<file path="config.mk">
export PLATFORM = sky130hd
export DESIGN_NAME = max7219_writer
export DESIGN_NICKNAME = d
export VERILOG_FILES = /design/src/rtl/max7219_writer.sv
export SDC_FILE = /design/constraint.sdc
export NUM_CORES = 1
export LEC_CHECK = 0
export ABC_AREA = 1
export CORE_UTILIZATION = 50
export DETAILED_ROUTE_END_ITERATION = 10
export PLACE_DENSITY_LB_ADDON = 0.05
export REMOVE_ABC_BUFFERS = 1
export SKIP_LAST_GASP = 1
export SLEW_MARGIN = 20
export SYNTH_ARGS = -nofsm -noshare
export SYNTH_HDL_FRONTEND = slang
export SYNTH_SLANG_ARGS = --single-unit
</file>
<file path="constraint.sdc">
create_clock -name clk -period 2.83 [get_ports clk]
set_input_delay 0.4245 -clock clk [delete_from_list [all_inputs] [get_ports clk]]
set_output_delay 0.4245 -clock clk [all_outputs]
set_load 0.02 [all_outputs]
</file>
<file path="src/rtl/max7219_writer.sv">
// max7219_writer
// Serial display stage for a MAX7219 7-segment controller. After reset it
// sends a fixed five-frame configuration sequence. After that, each update
// strobe sends the six BCD digits (hh:mm:ss) as digit registers 0x01..0x06.
// Each frame is 16 bits, MSB first. The slave samples mosi on the rising
// edge of sclk, and the rising edge of cs latches the frame.
//
// Optional feature: define DP_SEPARATOR_EN to light the decimal points on
// min ones (0x03) and hr ones (0x05). The points toggle on every update that
// is accepted into the snapshot. Without the macro no blink register exists
// and dp is always 0.
//
// Parameters:
//   CLK_DIV    clk cycles per sclk half-period (1..255)
//   INTENSITY  value written to the intensity register (0x0A)
// Ports:
//   clk     system clock, rising edge
//   res     synchronous active-low reset
//   update  single-cycle refresh strobe
//   digits  six BCD nibbles, [3:0] = sec ones ... [23:20] = hr tens
//   sclk    SPI clock, idle low
//   mosi    SPI data, MSB first
//   cs      chip select, active low
//   busy    high while the init or refresh sequence is running
module max7219_writer #(
    parameter int unsigned CLK_DIV   = 2,
    parameter logic [3:0]  INTENSITY = 4'h8
) (
    input  logic        clk,
    input  logic        res,
    input  logic        update,
    input  logic [23:0] digits,
    output logic        sclk,
    output logic        mosi,
    output logic        cs,
    output logic        busy
);

    typedef enum logic [2:0] {RESET_INIT, LOAD, SHIFT_LO, SHIFT_HI, GAP, IDLE} state_t;
    typedef enum logic {SEQ_INIT, SEQ_REFRESH} seq_t;

    localparam logic [7:0] DIV_LAST = 8'(CLK_DIV - 1);

    state_t      r_state;
    seq_t        r_seq;
    logic [2:0]  r_idx;
    logic [7:0]  r_div;
    logic [3:0]  r_bit;
    logic [15:0] r_shift;
    logic        r_sclk;
    logic        r_mosi;
    logic        r_cs;
    logic        r_busy;
    logic        r_pending;
    logic [23:0] r_snap;
    logic [23:0] r_shadow;

    logic        w_dp;
    logic        w_div_done;
    logic        w_seq_last;
    logic        w_gap_end;
    logic        w_start_init;
    logic        w_start_next;
    logic        w_start_new;
    logic [23:0] w_new_snap;
    logic [15:0] w_load_word;

`ifdef DP_SEPARATOR_EN
    logic r_blink;
    assign w_dp = r_blink;
`else
    assign w_dp = 1'b0;
`endif

    // Frame for entry idx of a sequence: {addr, dp, 3'b000, nibble} for refresh.
    function automatic logic [15:0] frame_word(input seq_t seq, input logic [2:0] idx,
                                               input logic [23:0] snap, input logic dp);
        logic [3:0] nib;
        logic [7:0] addr;
        logic       dp_here;
        nib     = 4'h0;
        addr    = {5'b00000, idx} + 8'd1;
        dp_here = dp && (idx == 3'd2 || idx == 3'd4);
        case (idx)
            3'd0:    nib = snap[3:0];
            3'd1:    nib = snap[7:4];
            3'd2:    nib = snap[11:8];
            3'd3:    nib = snap[15:12];
            3'd4:    nib = snap[19:16];
            default: nib = snap[23:20];
        endcase
        if (seq == SEQ_INIT) begin
            case (idx)
                3'd0:    frame_word = 16'h0C01;
                3'd1:    frame_word = 16'h0F00;
                3'd2:    frame_word = 16'h093F;
                3'd3:    frame_word = 16'h0B05;
                default: frame_word = {12'h0A0, INTENSITY};
            endcase
        end else begin
            frame_word = {addr, dp_here, 3'b000, nib};
        end
    endfunction

    // NOTE: every signal in always_comb is assigned on every path, so no latch is inferred.
    always_comb begin
        w_div_done   = (r_div == DIV_LAST);
        w_seq_last   = (r_seq == SEQ_INIT) ? (r_idx == 3'd4) : (r_idx == 3'd5);
        w_gap_end    = (r_state == GAP) && w_div_done;
        w_start_init = (r_state == RESET_INIT);
        w_start_next = w_gap_end && !w_seq_last;
        w_start_new  = (w_gap_end && w_seq_last && r_pending) || (r_state == IDLE && update);
        w_new_snap   = (r_state == IDLE) ? digits : r_shadow;
        // Frame 0 of a refresh is addr 0x01, which never carries dp. So the
        // blink bit toggling in the same cycle cannot affect the word loaded here.
        if (w_start_init)
            w_load_word = frame_word(SEQ_INIT, 3'd0, r_snap, w_dp);
        else if (w_start_new)
            w_load_word = frame_word(SEQ_REFRESH, 3'd0, w_new_snap, w_dp);
        else
            w_load_word = frame_word(r_seq, r_idx + 3'd1, r_snap, w_dp);
    end

    // NOTE: state updates use non-blocking assignments. Later assignments in this
    // block override earlier ones, so a strobe in the same cycle as a pending
    // hand-off re-arms pending.
    always_ff @(posedge clk) begin
        if (!res) begin
            // NOTE: the snapshot and shadow are only 48 flops, so they are reset
            // along with the control state.
            r_state   <= RESET_INIT;
            r_seq     <= SEQ_INIT;
            r_idx     <= 3'd0;
            r_div     <= 8'd0;
            r_bit     <= 4'd0;
            r_shift   <= 16'h0000;
            r_sclk    <= 1'b0;
            r_mosi    <= 1'b0;
            r_cs      <= 1'b1;
            r_busy    <= 1'b1;
            r_pending <= 1'b0;
            r_snap    <= 24'h000000;
            r_shadow  <= 24'h000000;
`ifdef DP_SEPARATOR_EN
            r_blink   <= 1'b0;
`endif
        end else begin
            case (r_state)
                LOAD: begin
                    r_state <= SHIFT_LO;
                    r_div   <= 8'd0;
                end
                SHIFT_LO: begin
                    if (w_div_done) begin
                        r_div   <= 8'd0;
                        r_sclk  <= 1'b1;
                        r_state <= SHIFT_HI;
                    end else begin
                        r_div <= r_div + 8'd1;
                    end
                end
                SHIFT_HI: begin
                    if (w_div_done) begin
                        r_div  <= 8'd0;
                        r_sclk <= 1'b0;
                        if (r_bit == 4'd0) begin
                            // cs rises together with the last falling sclk edge.
                            r_cs    <= 1'b1;
                            r_mosi  <= 1'b0;
                            r_state <= GAP;
                        end else begin
                            r_bit   <= r_bit - 4'd1;
                            r_shift <= {r_shift[14:0], 1'b0};
                            r_mosi  <= r_shift[14];
                            r_state <= SHIFT_LO;
                        end
                    end else begin
                        r_div <= r_div + 8'd1;
                    end
                end
                GAP: begin
                    if (!w_div_done)
                        r_div <= r_div + 8'd1;
                    else if (w_seq_last && !r_pending) begin
                        r_busy  <= 1'b0;
                        r_state <= IDLE;
                    end
                end
                default: ;
            endcase

            if (w_start_init) begin
                r_seq <= SEQ_INIT;
                r_idx <= 3'd0;
            end
            if (w_start_next)
                r_idx <= r_idx + 3'd1;
            if (w_start_new) begin
                r_seq     <= SEQ_REFRESH;
                r_idx     <= 3'd0;
                r_snap    <= w_new_snap;
                r_busy    <= 1'b1;
                r_pending <= 1'b0;
`ifdef DP_SEPARATOR_EN
                r_blink   <= ~r_blink;
`endif
            end
            if (w_start_init || w_start_next || w_start_new) begin
                r_shift <= w_load_word;
                r_mosi  <= w_load_word[15];
                r_cs    <= 1'b0;
                r_bit   <= 4'd15;
                r_div   <= 8'd0;
                r_state <= LOAD;
            end
            // Any strobe outside IDLE lands in the shadow; the latest one wins.
            if (update && r_state != IDLE) begin
                r_shadow  <= digits;
                r_pending <= 1'b1;
            end
        end
    end

    assign sclk = r_sclk;
    assign mosi = r_mosi;
    assign cs   = r_cs;
    assign busy = r_busy;

endmodule

</file>
Word-level counts from Yosys, hierarchy flattened --
Cells that the tools add are included.
Storage, ports and cells: word-level logic and storage cells 120, RAM bits 0, memories 0, register bits after elaboration 87, output and inout bits 4, input bits 27, bits in read-only memories 0, bits in latches 0
Cells by class: equal/unequal tests 23, multiplexer cells 42, add/subtract/negate cells 4, magnitude comparators 0, div/mod/pow operators 0, multipliers 0, shift-type cells 0, bitwise operators 1, reduce and logical (&&, ||, !) cells 36
Operators by type and width (number):
- $mux W15 | 4
- $mux W16 | 3
- $pmux W11 S4 | 1
- $mux W24 | 1
- $pmux W8 S3 | 1
- $mux W3 | 7
- $pmux W4 S5 | 1
- $mux W1 | 16
- $mux W4 | 4
- $mux W8 | 2
- $eq A3 B3 Y1 const B | 5
- $reduce_bool A2 Y1 | 7
- $eq A3 B2 Y1 const B | 4
- $pmux W3 S4 | 1
- $reduce_and A3 Y1 | 4
- $reduce_and A5 Y1 | 2
- $ne A3 B3 Y1 const B | 3
- $add A8 B1 Y8 const B | 1
- $eq A8 B1 Y1 const B | 1
- $ne A2 B2 Y1 const B | 4
- $logic_and A1 B1 Y1 | 7
- $eq A3 B1 Y1 const B | 2
- $logic_not A3 Y1 | 2
- $reduce_or A2 Y1 | 3
- 15 further kinds | 20

Longest topological paths before layout --
Gate-level depths: netlist of run 1.
depth in word-level cells 8, mapped depth 17, gate-level depth less buffers 16

Least setup slack after synthesis of run 1 --
OpenSTA, ideal clock, no wires.
path kind flip-flop to flip-flop, start register r_idx[0], end register r_shift[0], cell stages (with the launch flop) 17, data required time 2.692 ns, arrival time 1.936 ns, path slack 0.756 ns, buffers on the path 1, clock period less this slack 2.074 ns, library setup time 0.138 ns, path through dfxtp_1 -> ha_1 -> inv_1 -> nand2_1 -> nand2_1 -> buf_2 -> ha_1 -> inv_1 -> nand2_1 -> inv_1 -> nand2_1 -> nor2_1 -> nor2_1 -> nand2_1 -> nand2_1 -> nand2_1 -> a21oi_2
On the way: cells in the longest elaborated chain, start to end 8, elaborated cells on any way between the ends 26, those cells by class 1 x add/sub; 7 x eq/ne; 7 x mux; 11 x reduce/logical
Ends and longest elaborated chain:
- start, declared | line 46 | logic [2:0] r_idx;
- start signal, assigned | line 197 | r_idx <= r_idx + 3'd1;
- parallel branches: the longest is 8 deep, another holds $add A3 B1 Y3
- end signal, assigned | line 173 | r_shift <= {r_shift[14:0], 1'b0};
- end signal, assigned | line 209 | r_shift <= w_load_word;
- end, declared | line 49 | logic [15:0] r_shift;
Parallel ways; which one is timed is not known. A chain may end at the register's enable or synchronous reset.

Worst setup path in the final report of run 1 --
start register r_seq, end register r_shift[14]
On the way: cells in the longest elaborated chain, start to end 7, elaborated cells on any way between the ends 15, those cells by class 1 x eq/ne; 4 x mux; 10 x reduce/logical
Ends and longest elaborated chain:
- start, declared | line 45 | seq_t r_seq;
- start signal, assigned | line 132 | r_seq <= SEQ_INIT;
- start signal, assigned | line 193 | r_seq <= SEQ_INIT;
- start signal, assigned | line 199 | r_seq <= SEQ_REFRESH;
- $mux W1 (*) | line 108 | w_seq_last = (r_seq == SEQ_INIT) ? (r_idx == 3'd4) : (r_idx == 3'd5);
- $logic_not A1 Y1 / $logic_and A1 B1 Y1 (equally long branches) | line 111, 112
- $logic_and A1 B1 Y1, on equally long branches | line 111, 112
- $logic_or A1 B1 Y1, on equally long branches | line 208, 112
- $logic_or A1 B1 Y1 / $mux W16 (equally long branches) | line 208, 118
- $ne A2 B1 Y1 (no source line), or another cell as far along
- $reduce_and A3 Y1 (no source line) / $mux W15 (equally long branches)
Every way passes the cells marked *; elsewhere a longest branch is shown, timed or not.

==> results of run 1 <==
==> synth_stat cells (5+ instances only) <==
cell | number | share of area [%]
nand2_1 | 120 | 10
nand4_1 | 27 | 3.7
a31oi_1 | 21 | 2.9
buf_2 | 6 | 0.67
inv_2 | 12 | 1.0
nand3_1 | 38 | 4.2
inv_1 | 40 | 3.3
nor2_1 | 96 | 8.0
o21ai_0 | 53 | 5.9
a21oi_1 | 20 | 2.2
ha_1 | 9 | 2.5
a21oi_2 | 5 | 0.97
dfxtp_1 | 87 | 39
nand2_2 | 9 | 1.2
o211ai_1 | 6 | 1.0
clkbuf_1 | 23 | 1.9
o21ai_1 | 18 | 2.0
nor3_1 | 11 | 1.2
buf_6 | 5 | 1.2
==> registers in the layout (all words and copies together) (netlist names) <==
signal,flops
sclk,1
r_seq,1
r_shadow,24
r_bit,4
r_shift,15
mosi,1
r_div,8
r_idx,3
cs,1
r_state,3
r_pending,1
busy,1
r_snap,24
==> cells by family (layout without fill, tap and decap cells) <==
group | Yosys count | count (layout)
buffers and inverters | 91 | 109
flip-flops | 87 | 87
AND/OR/NAND/NOR | 318 | 318
adder cells (fa/ha/maj) | 9 | 9
AO/OA/AOI/OAI | 130 | 130
XOR/XNOR | 4 | 4
==> area by class of cell <==
cell class,instances,area (µm²)
multi-input cells,461,2371
inverters,54,205.2
fillers,865,3702
flip-flops and latches,87,1742
clock buffers,9,123.9
clock inverters,7,78.83
repair buffers,39,362.8
well taps,108,135.1
==> per-stage QoR <==
step           hold slack, ps  setup TNS, ps  utilization [%]  instances
6_report                472.4              0            57.55        765
3_5_place_dp            461.6              0            55.22        749
3_3_place_gp            451.8              0            55.22        749
2_1_floorplan           439.1         -756.6                -        602
4_1_cts                 475.1              0            57.55        765
5_1_grt                 483.3              0            57.55        765
==> where the power goes <==
part	internal (W)	switching, W
combinational	0.000362	0.000736
clock	0.000417	0.000485
sequential	0.00136	0.0000813
==> path summary, 6_finish.rpt <==
check,start,to,slack (ps)
hold / removal,r_shift[14]$_SDFFE_PN0P_,mosi$_SDFFE_PN0P_,470
hold reg to reg,r_shift[14]$_SDFFE_PN0P_,mosi$_SDFFE_PN0P_,470
setup / recovery,r_seq$_SDFFE_PN0P_,r_shift[14]$_SDFFE_PN0P_,570
setup reg to reg,r_seq$_SDFFE_PN0P_,r_shift[14]$_SDFFE_PN0P_,570
==> routing by layer <==
metal	up-vias	routed length, µm	part of all wire [%]	global-route usage, %
li1	2148	-	-	-
met1	1844	4599	45	28.44
met2	73	5142	50	39.44
met3	16	305	3.0	3.974
met4	0	145	1.4	7.577
met5	-	0	0	0
==> worst max-delay path: cells and delay by family, from the launching register on <==
family | cells | cell delay, ps
compound gates | 2 | 320
flops | 1 | 530
buf+inv | 2 | 420
simple gates | 8 | 910
==> metrics.cfg, run 1 <==
[detailed_routing]
drt_first_pass_iters = 6
post_drt_via_cell_ratio = 5.335
drc = 0
vias = 4081
avgRoutedWirePerCell_um = 13.32
drt-initial-drc-count = 195
ant_nets = 0
wl_um = 10190

[yosys]
synth_fa_ha_area_share_pct = 2.497
syn_area_um2 = 4511
yosys_register_bits = 87
synth.avg_cell_area_um2 = 7.059
synth_simple_gate_area_share_pct = 32.82
synth_top_family_by_area = simple AND/OR/NAND/NOR gates
synth_flop_cell = dfxtp_1
synth_seq_area_share_pct = 38.61
synth_xor_xnor_area_share_pct = 0.7767
synth_edf_count = 0
synthDistinctLibCells = 35
yosysWarnings = 0
synthMuxAreaShare_pct = 0
synth_compound_area_share_pct = 16.48
async_reset_ff_share_pct = 0
syn_inst = 639

[cells_and_area]
nets = 688
areaGrowthSynthToFinish_pct = 11.26
drive_gt1_share_pct = 10.96
antenna_cells = 0
mostFrequentLayoutCells = nand2_1, nor2_1, dfxtp_1, o21ai_0, inv_1
layout_commonest_cell = nand2_1
design_area_um2 = 5019

[clock_tree]
cts_hold_buf = 0
clock_path_buffers = 2
insertion_delay_ps = 370
clock-sinks = 87
numCtsBuffers = 9
clock-root-buffer = clkbuf_8
cts_resized = 0
postCtsSetupRepairBufs = 0
htreeDepth = 3
cts_tree = built
clk_pin_slew_ps = 90

[floorplanning]
die-width_um = 96.98
core-area_um2 = 8721
start_util_pct = 51.72
io_pins = 31
die_y_um = 96.98
fp-row-count = 34
dieArea_um2 = 9405

[critical_path]
startpoint_type = flop
crit_slowest_cell = dfxtp_1
crit_top_cell = nand2_1
cp_max_fo = 21
path_cells = inv_1 > nand2_1 > nand2_1 > nand2_2 > nor2_4 > nand2_2 > nand2_4 > nor2_8 > o21ai_4 > inv_2 > nand2_1 > a21oi_1
critPathMaxStageDelay_ps = 530
cp.arrival_ps = 2550
reg2reg_depth = 12
cp.required_ps = 3120
endpoint_kind = flop
critPathKind = reg2reg

[placed_design]
pre_cts_ws_ps = 597.8
placed_area_um2 = 4816
numPortBuffers = 30
gp_congestion = 0.8633
dp_hpwl_um = 7177

[timing]
drv_slew = 0
fmax_mhz = 442.1
rsz0062_at_grt = false
max_slew_margin_pct = 59.76
worst_slack_ps = 568.3
timing.final.hold_violations = 0
finClkSkew_ps = 12.54
finalSetupViolCount = 0
worstMarginPinSlew_ps = 603.0
period_share_pct = 79.92
period_minus_slack_ps = 2262

[pwr]
vdd_drop_max_mv = 0.3770
p_leak_nw = 2.075
powerDensity_nw_per_um2 = 685.0
finalPower_w = 0.003438

[grt]
grt_max_degree = 65
grt_usage_pct = 22.75
grt_overflow = 0
grt_pass1_vias = 3868
antenna_found_initial = 0
grt_pass1_wl_um = 17770

[hold_path]
holdPathStages = 2
hold_class = reg2reg

[run_status]
outcome = complete, no violations

[run]
maxCapViolCount = 0

No activity file was read; power rests on OpenSTA's default activity.
==> run 2, diff against run 1 <==
==> constraint.sdc (replaced) <==
create_clock -name clk -period 2.36 [get_ports clk]
set_input_delay 0.354 -clock clk [delete_from_list [all_inputs] [get_ports clk]]
set_output_delay 0.354 -clock clk [all_outputs]
set_load 0.02 [all_outputs]
==> run 2 against run 1 <==
  * Non-clock buffer count increased by 5
  * Core utilization up 0.56 points
  * Clock power rose by 26%
  * First-iteration DRC count up 5.1%
  * Final cell count up 0.65%
  * Routed wire length grew 0.54%
  * Count of clock-buffer cells in the layout is 1 higher
  * Combinational power increased by 23%
  * Maximum frequency grew 8.7%
  * Critical path depth stayed put
  * Sequential power increased by 20%
  * Critical endpoint is now r_shift[13]$_SDFFE_PN0P_
==> metrics.cfg, run 2 (same netlist as run 1, synthesis figures left out) <==
[clock_tree]
postCtsSetupRepairBufs = 0
numCtsBuffers = 9
htreeDepth = 3
clk_pin_slew_ps = 90
insertion_delay_ps = 350
clock_path_buffers = 2
cts_tree = built
clock-sinks = 87
clock-root-buffer = clkbuf_8

[detailed_routing]
drc = 0
post_drt_via_cell_ratio = 5.319
drt-initial-drc-count = 205
drt_first_pass_iters = 4
avgRoutedWirePerCell_um = 13.31
ant_nets = 0
vias = 4096
wl_um = 10250

[grt]
grt_pass1_vias = 3922
grt_overflow = 0
antenna_found_initial = 0
grt_max_degree = 41
grt_usage_pct = 23.08
grt_pass1_wl_um = 17860

[pwr]
p_clk_share_pct = 27.1
combPwrFrac_pct = 32.0
p_leak_nw = 2.108
netSwitchingPower_w = 0.001534
swShare_pct = 36.40
powerDensity_nw_per_um2 = 831.7
p_int_w = 0.002680
vdd_drop_max_mv = 0.4242
seq_power_share_pct = 41.0

[floorplanning]
fp-row-count = 34
start_util_pct = 51.72
io_pins = 31
dieArea_um2 = 9405
core-area_um2 = 8721
die-width_um = 96.98
die_y_um = 96.98

[cells_and_area]
final_cells = 770
post-route-util_pct = 58.11
fillers = 886
design_area_um2 = 5067
largestRegisters = r_shadow x24, r_snap x24, r_shift x15
antenna_cells = 0
nets = 693
mostFrequentLayoutCells = nand2_1, nor2_1, dfxtp_1, o21ai_0, inv_1
areaGrowthSynthToFinish_pct = 12.34
layout_commonest_cell = nand2_1
drive_gt1_share_pct = 11.63

[critical_path]
cp_max_fo = 13
reg2reg_slack_ps = 280
path_cells = inv_1 > nand2_1 > nand2_1 > nand2_2 > nor2_4 > nand2_2 > nand2_4 > nor2_8 > o21ai_4 > inv_2 > nand2_2 > a21oi_2
critPathKind = reg2reg
cp.arrival_ps = 2370
r2r-start = r_seq$_SDFFE_PN0P_
crit_slowest_cell = dfxtp_1
endpoint_kind = flop
reg2reg_depth = 12
critPathMaxStageDelay_ps = 560
startpoint_type = flop
crit_top_cell = nand2_2
r2r-end = r_shift[13]$_SDFFE_PN0P_
cp.required_ps = 2650

[timing]
period_share_pct = 88.14
period_minus_slack_ps = 2080
rsz0062_at_grt = false
max_slew_margin_pct = 49.92
drv_slew = 0
finalSetupViolCount = 0
worst_slack_ps = 279.8
fmax_mhz = 480.7
finClkSkew_ps = 7.249
timing.final.hold_violations = 0
worstMarginPinSlew_ps = 746.6

[hold_path]
holdPathStages = 3
hold_start = res
min_to = r_shift[7]$_SDFFE_PN0P_
hold_class = in2reg

[run]
maxCapViolCount = 0

[placed_design]
dp.cells = 754
pre_cts_ws_ps = 161.9
numPortBuffers = 30
gp_congestion = 0.8393
placed_area_um2 = 4853
dp_hpwl_um = 7294

[run_status]
outcome = complete, no violations

==> run 2: cell types whose count changed in the layout (fill, tap and decap cells not counted), sizes merged <==
| cell | delta |
|---|---|
| clkinvlp | -1 |
| clkinv | +2 |
| inv | -3 |
| bufinv | +1 |
| clkbuf | +1 |
| buf | +5 |
==> run 2: power groups by stage <==
| stage | clock network [W] | logic, W | registers (W) |
|---|---|---|---|
| floorplan | 0 | 0.000938 | 0.00179 |
| global placement | 0 | 0.00133 | 0.00176 |
| global route | 0.00123 | 0.00153 | 0.00175 |
| detailed placement | 0 | 0.00135 | 0.00176 |
| CTS | 0.00116 | 0.00136 | 0.00173 |
| finish | 0.00114 | 0.00135 | 0.00173 |
==> run 2: through the flow <==
step / TNS (ps) / hold slack [ps] / power [W]
after floorplan: -12040 / 438.4 / 0.002726
after CTS: 0 / 442.6 / 0.004243
after detailed placement: 0 / 455.9 / 0.003110
final: 0 / 449.4 / 0.004214
after global placement: 0 / 450.3 / 0.003086
after global routing: 0 / 450.2 / 0.004510
==> run 2: worst max path at each step <==
stage | start | end | cells past startpoint
after floorplan | r_state[0]$_SDFFE_PN0P_ | r_shadow[0]$_SDFFE_PN0P_ | 5
after global placement | update | r_shadow[1]$_SDFFE_PN0P_ | 5
after detailed placement | update | r_shadow[1]$_SDFFE_PN0P_ | 5
after CTS | r_idx[0]$_SDFFE_PP0P_ | r_shift[2]$_SDFFE_PN0P_ | 14
after global routing | r_state[2]$_SDFFE_PP0P_ | r_shadow[3]$_SDFFE_PN0P_ | 5
final | r_seq$_SDFFE_PN0P_ | r_shift[13]$_SDFFE_PN0P_ | 12
==> run 2: cell type report <==
cell class / count / area [µm²] / share of cell area, %
clock buffers: 10 / 127.6 / 2.519
clock inverters: 6 / 85.08 / 1.679
inverters: 54 / 205.2 / 4.049
multi-input cells: 461 / 2371 / 46.79
flip-flops and latches: 87 / 1743 / 34.40
well taps: 108 / 135.1 / 2.667
repair buffers: 44 / 400.4 / 7.901
==> run 2: per-layer routing <==
metal	track usage (%)	vias to the layer above	share of wire, %
met5	0	-	0
met1	29.79	1841	47
met3	3.902	14	3.5
met2	39.27	77	48
li1	-	2164	-
met4	7.118	0	1.6
==> run 2: worst max-delay path: cells and delay by family (launching register included) <==
kind,cells,cell delay (ps)
simple gates,8,720
buf+inv,2,460
compound gates,2,280
flops,1,560
==> run 2: repair_timing <==
item                                    CTS  global route
gates resized for setup                   0             1
endpoints found under the setup margin    0             1
hold buffers                              0             0
==> run 3, diff against run 2 <==
--- a/config.mk
+++ b/config.mk
@@ -6,7 +6,7 @@
 export NUM_CORES = 1
 export LEC_CHECK = 0
 export ABC_AREA = 1
-export CORE_UTILIZATION = 50
+export CORE_UTILIZATION = 57
 export DETAILED_ROUTE_END_ITERATION = 10
 export PLACE_DENSITY_LB_ADDON = 0.05
 export REMOVE_ABC_BUFFERS = 1
==> run 3 against run 2 <==
  * Total power decreased by 2.9%
  * Sequential power about the same
  * Highest routed layer unchanged
  * Sequential share of layout area grew 0.34 points
  * Critical path depth grew 2
  * Largest power group unchanged
  * Largest cell class unchanged
  * Count of clock-buffer cells in the layout increased by 3
==> metrics.cfg, run 3 (same netlist as run 1, synthesis figures left out) <==
[clock_tree]
clk_pin_slew_ps = 90
postCtsSetupRepairBufs = 0
clock_path_buffers = 2
cts_hold_buf = 0
numCtsBuffers = 9
cts_resized = 0
htreeDepth = 3
cts_tree = built
clock-root-buffer = clkbuf_8
insertion_delay_ps = 360
clock-sinks = 87

[pwr]
powerDensity_nw_per_um2 = 814.6
p_leak_nw = 2.083
p_int_w = 0.002589
netSwitchingPower_w = 0.001501
swShare_pct = 36.69
combPwrFrac_pct = 32.1
vdd_drop_max_mv = 0.3289
seq_power_share_pct = 42.5
p_clk_share_pct = 25.4

[critical_path]
startpoint_type = flop
endpoint_kind = flop
cp.required_ps = 2660
cp.depth = 14
crit_top_cell = nand2_1
critPathKind = reg2reg
reg2reg_slack_ps = 260
cp_max_fo = 6
critPathMaxStageDelay_ps = 440
reg2reg_depth = 14
r2r-start = r_idx[1]$_SDFFE_PP0P_
cp_num_buf_inv = 2
path_cells = ha_1 > inv_1 > nand2_1 > nand2_1 > ha_1 > inv_1 > nand2_1 > nor2_2 > nand3_1 > nand3_1 > nand2_1 > nand2_1 > nand2_1 > a21oi_1
crit_end = r_shift[2]$_SDFFE_PN0P_
r2r-end = r_shift[2]$_SDFFE_PN0P_
crit_slowest_cell = dfxtp_1
cp_top_family = simple AND/OR/NAND/NOR gates
startpoint = r_idx[1]$_SDFFE_PP0P_
cp.arrival_ps = 2400

[floorplanning]
die_y_um = 90.96
dieArea_um2 = 8273
io_pins = 31
core-area_um2 = 7687
fp-row-count = 32
die-width_um = 90.96
start_util_pct = 58.68

[run_status]
outcome = complete, no violations

[cells_and_area]
mostFrequentLayoutCells = nand2_1, nor2_1, dfxtp_1, o21ai_0, inv_1
area.sequential_um2 = 1744
fillers = 721
layout_commonest_cell = nand2_1
drive_gt1_share_pct = 11.23
largestRegisters = r_shadow x24, r_snap x24, r_shift x15
multi_input_area_um2 = 2371
antenna_cells = 0
areaGrowthSynthToFinish_pct = 11.32
final_cells = 761
nets = 690

[hold_path]
hold_class = in2reg

[timing]
period_share_pct = 89.14
drv_slew = 0
finClkSkew_ps = 16.69
timing.final.hold_violations = 0
worst_slack_ps = 256.2
finalSetupViolCount = 0
fmax_mhz = 475.3
worstMarginPinSlew_ps = 575.4
max_slew_margin_pct = 61.64
period_minus_slack_ps = 2104
rsz0062_at_grt = false

[grt]
grt_overflow = 0
grt_pass1_vias = 4054
grt_pass1_wl_um = 17930
antenna_found_initial = 0
grt_usage_pct = 26.34
grt_max_degree = 65

[detailed_routing]
drt-initial-drc-count = 229
post_drt_via_cell_ratio = 5.424
ant_nets = 0
avgRoutedWirePerCell_um = 12.89
drc = 0
wl_um = 9807
vias = 4128
drt_first_pass_iters = 5

[placed_design]
pre_cts_ws_ps = 221.7
dp.cells = 745
gp_congestion = 0.9166
dp_hpwl_um = 6912
numPortBuffers = 30

[run]
maxCapViolCount = 0

-- run 3: cell types whose count changed in the layout (fill, tap and decap cells not counted), sizes merged --
cell	before	now
buf	15	12
clkbuf	10	13
clkinv	3	1
bufinv	2	1
-- run 3: per-layer routing --
metal  global-route usage, %  up-vias  part of all wire, %
met5                       0        -                    0
met4                   9.921        0                  1.8
li1                        -     2158                    -
met3                   4.355       16                  4.3
met2                   45.71       95                   48
met1                   32.67     1859                   46
-- run 3: power by group through the flow --
stage | clock network (W) | registers [W] | logic [W]
5_1_grt | 0.00111 | 0.00176 | 0.00150
2_1_floorplan | 0 | 0.00179 | 0.000938
4_1_cts | 0.00106 | 0.00174 | 0.00131
3_5_place_dp | 0 | 0.00177 | 0.00130
3_3_place_gp | 0 | 0.00177 | 0.00127
6_report | 0.00104 | 0.00174 | 0.00131
-- run 3: area by class of cell --
cell class / instances / area share [%]
repair buffers: 41 / 7.526
clock inverters: 3 / 0.8472
well taps: 102 / 2.542
multi-input cells: 461 / 47.22
flip-flops and latches: 87 / 34.74
clock buffers: 13 / 2.965
inverters: 54 / 4.161
-- run 3: worst register-to-register path, cell delays in order, from the launching register on --
cell and delay (ps):
dfxtp_1 440, ha_1 230, inv_1 60, nand2_1 140, nand2_1 100, ha_1 290
inv_1 100, nand2_1 80, nor2_2 170, nand3_1 100, nand3_1 80, nand2_1 50
nand2_1 50, nand2_1 50, a21oi_1 100
-- run 3: metrics by stage --
step	TNS (ps)	hold WS [ps]	utilization, %	instance area, µm²	power, W
CTS	0	429.5	65.23	5015	0.004103
detailed placement	0	458.8	62.74	4823	0.003074
finish	0	440.5	65.32	5021	0.004090
floorplan	-12040	438.4	-	4318	0.002726
global placement	0	455.6	62.74	4823	0.003035
global route	0	443.9	65.32	5021	0.004377
-- run 3: how the worst min path moves through the flow --
stage,cells after the start,slack [ps],to,from
2_1_floorplan,1,440,busy$_SDFFE_PP1P_,res
3_3_place_gp,2,460,busy$_SDFFE_PP1P_,busy$_SDFFE_PP1P_
3_5_place_dp,2,460,mosi$_SDFFE_PN0P_,r_shift[14]$_SDFFE_PN0P_
4_1_cts,4,430,r_shift[7]$_SDFFE_PN0P_,res
5_1_grt,4,440,r_shift[7]$_SDFFE_PN0P_,res
6_report,4,440,r_shift[7]$_SDFFE_PN0P_,res
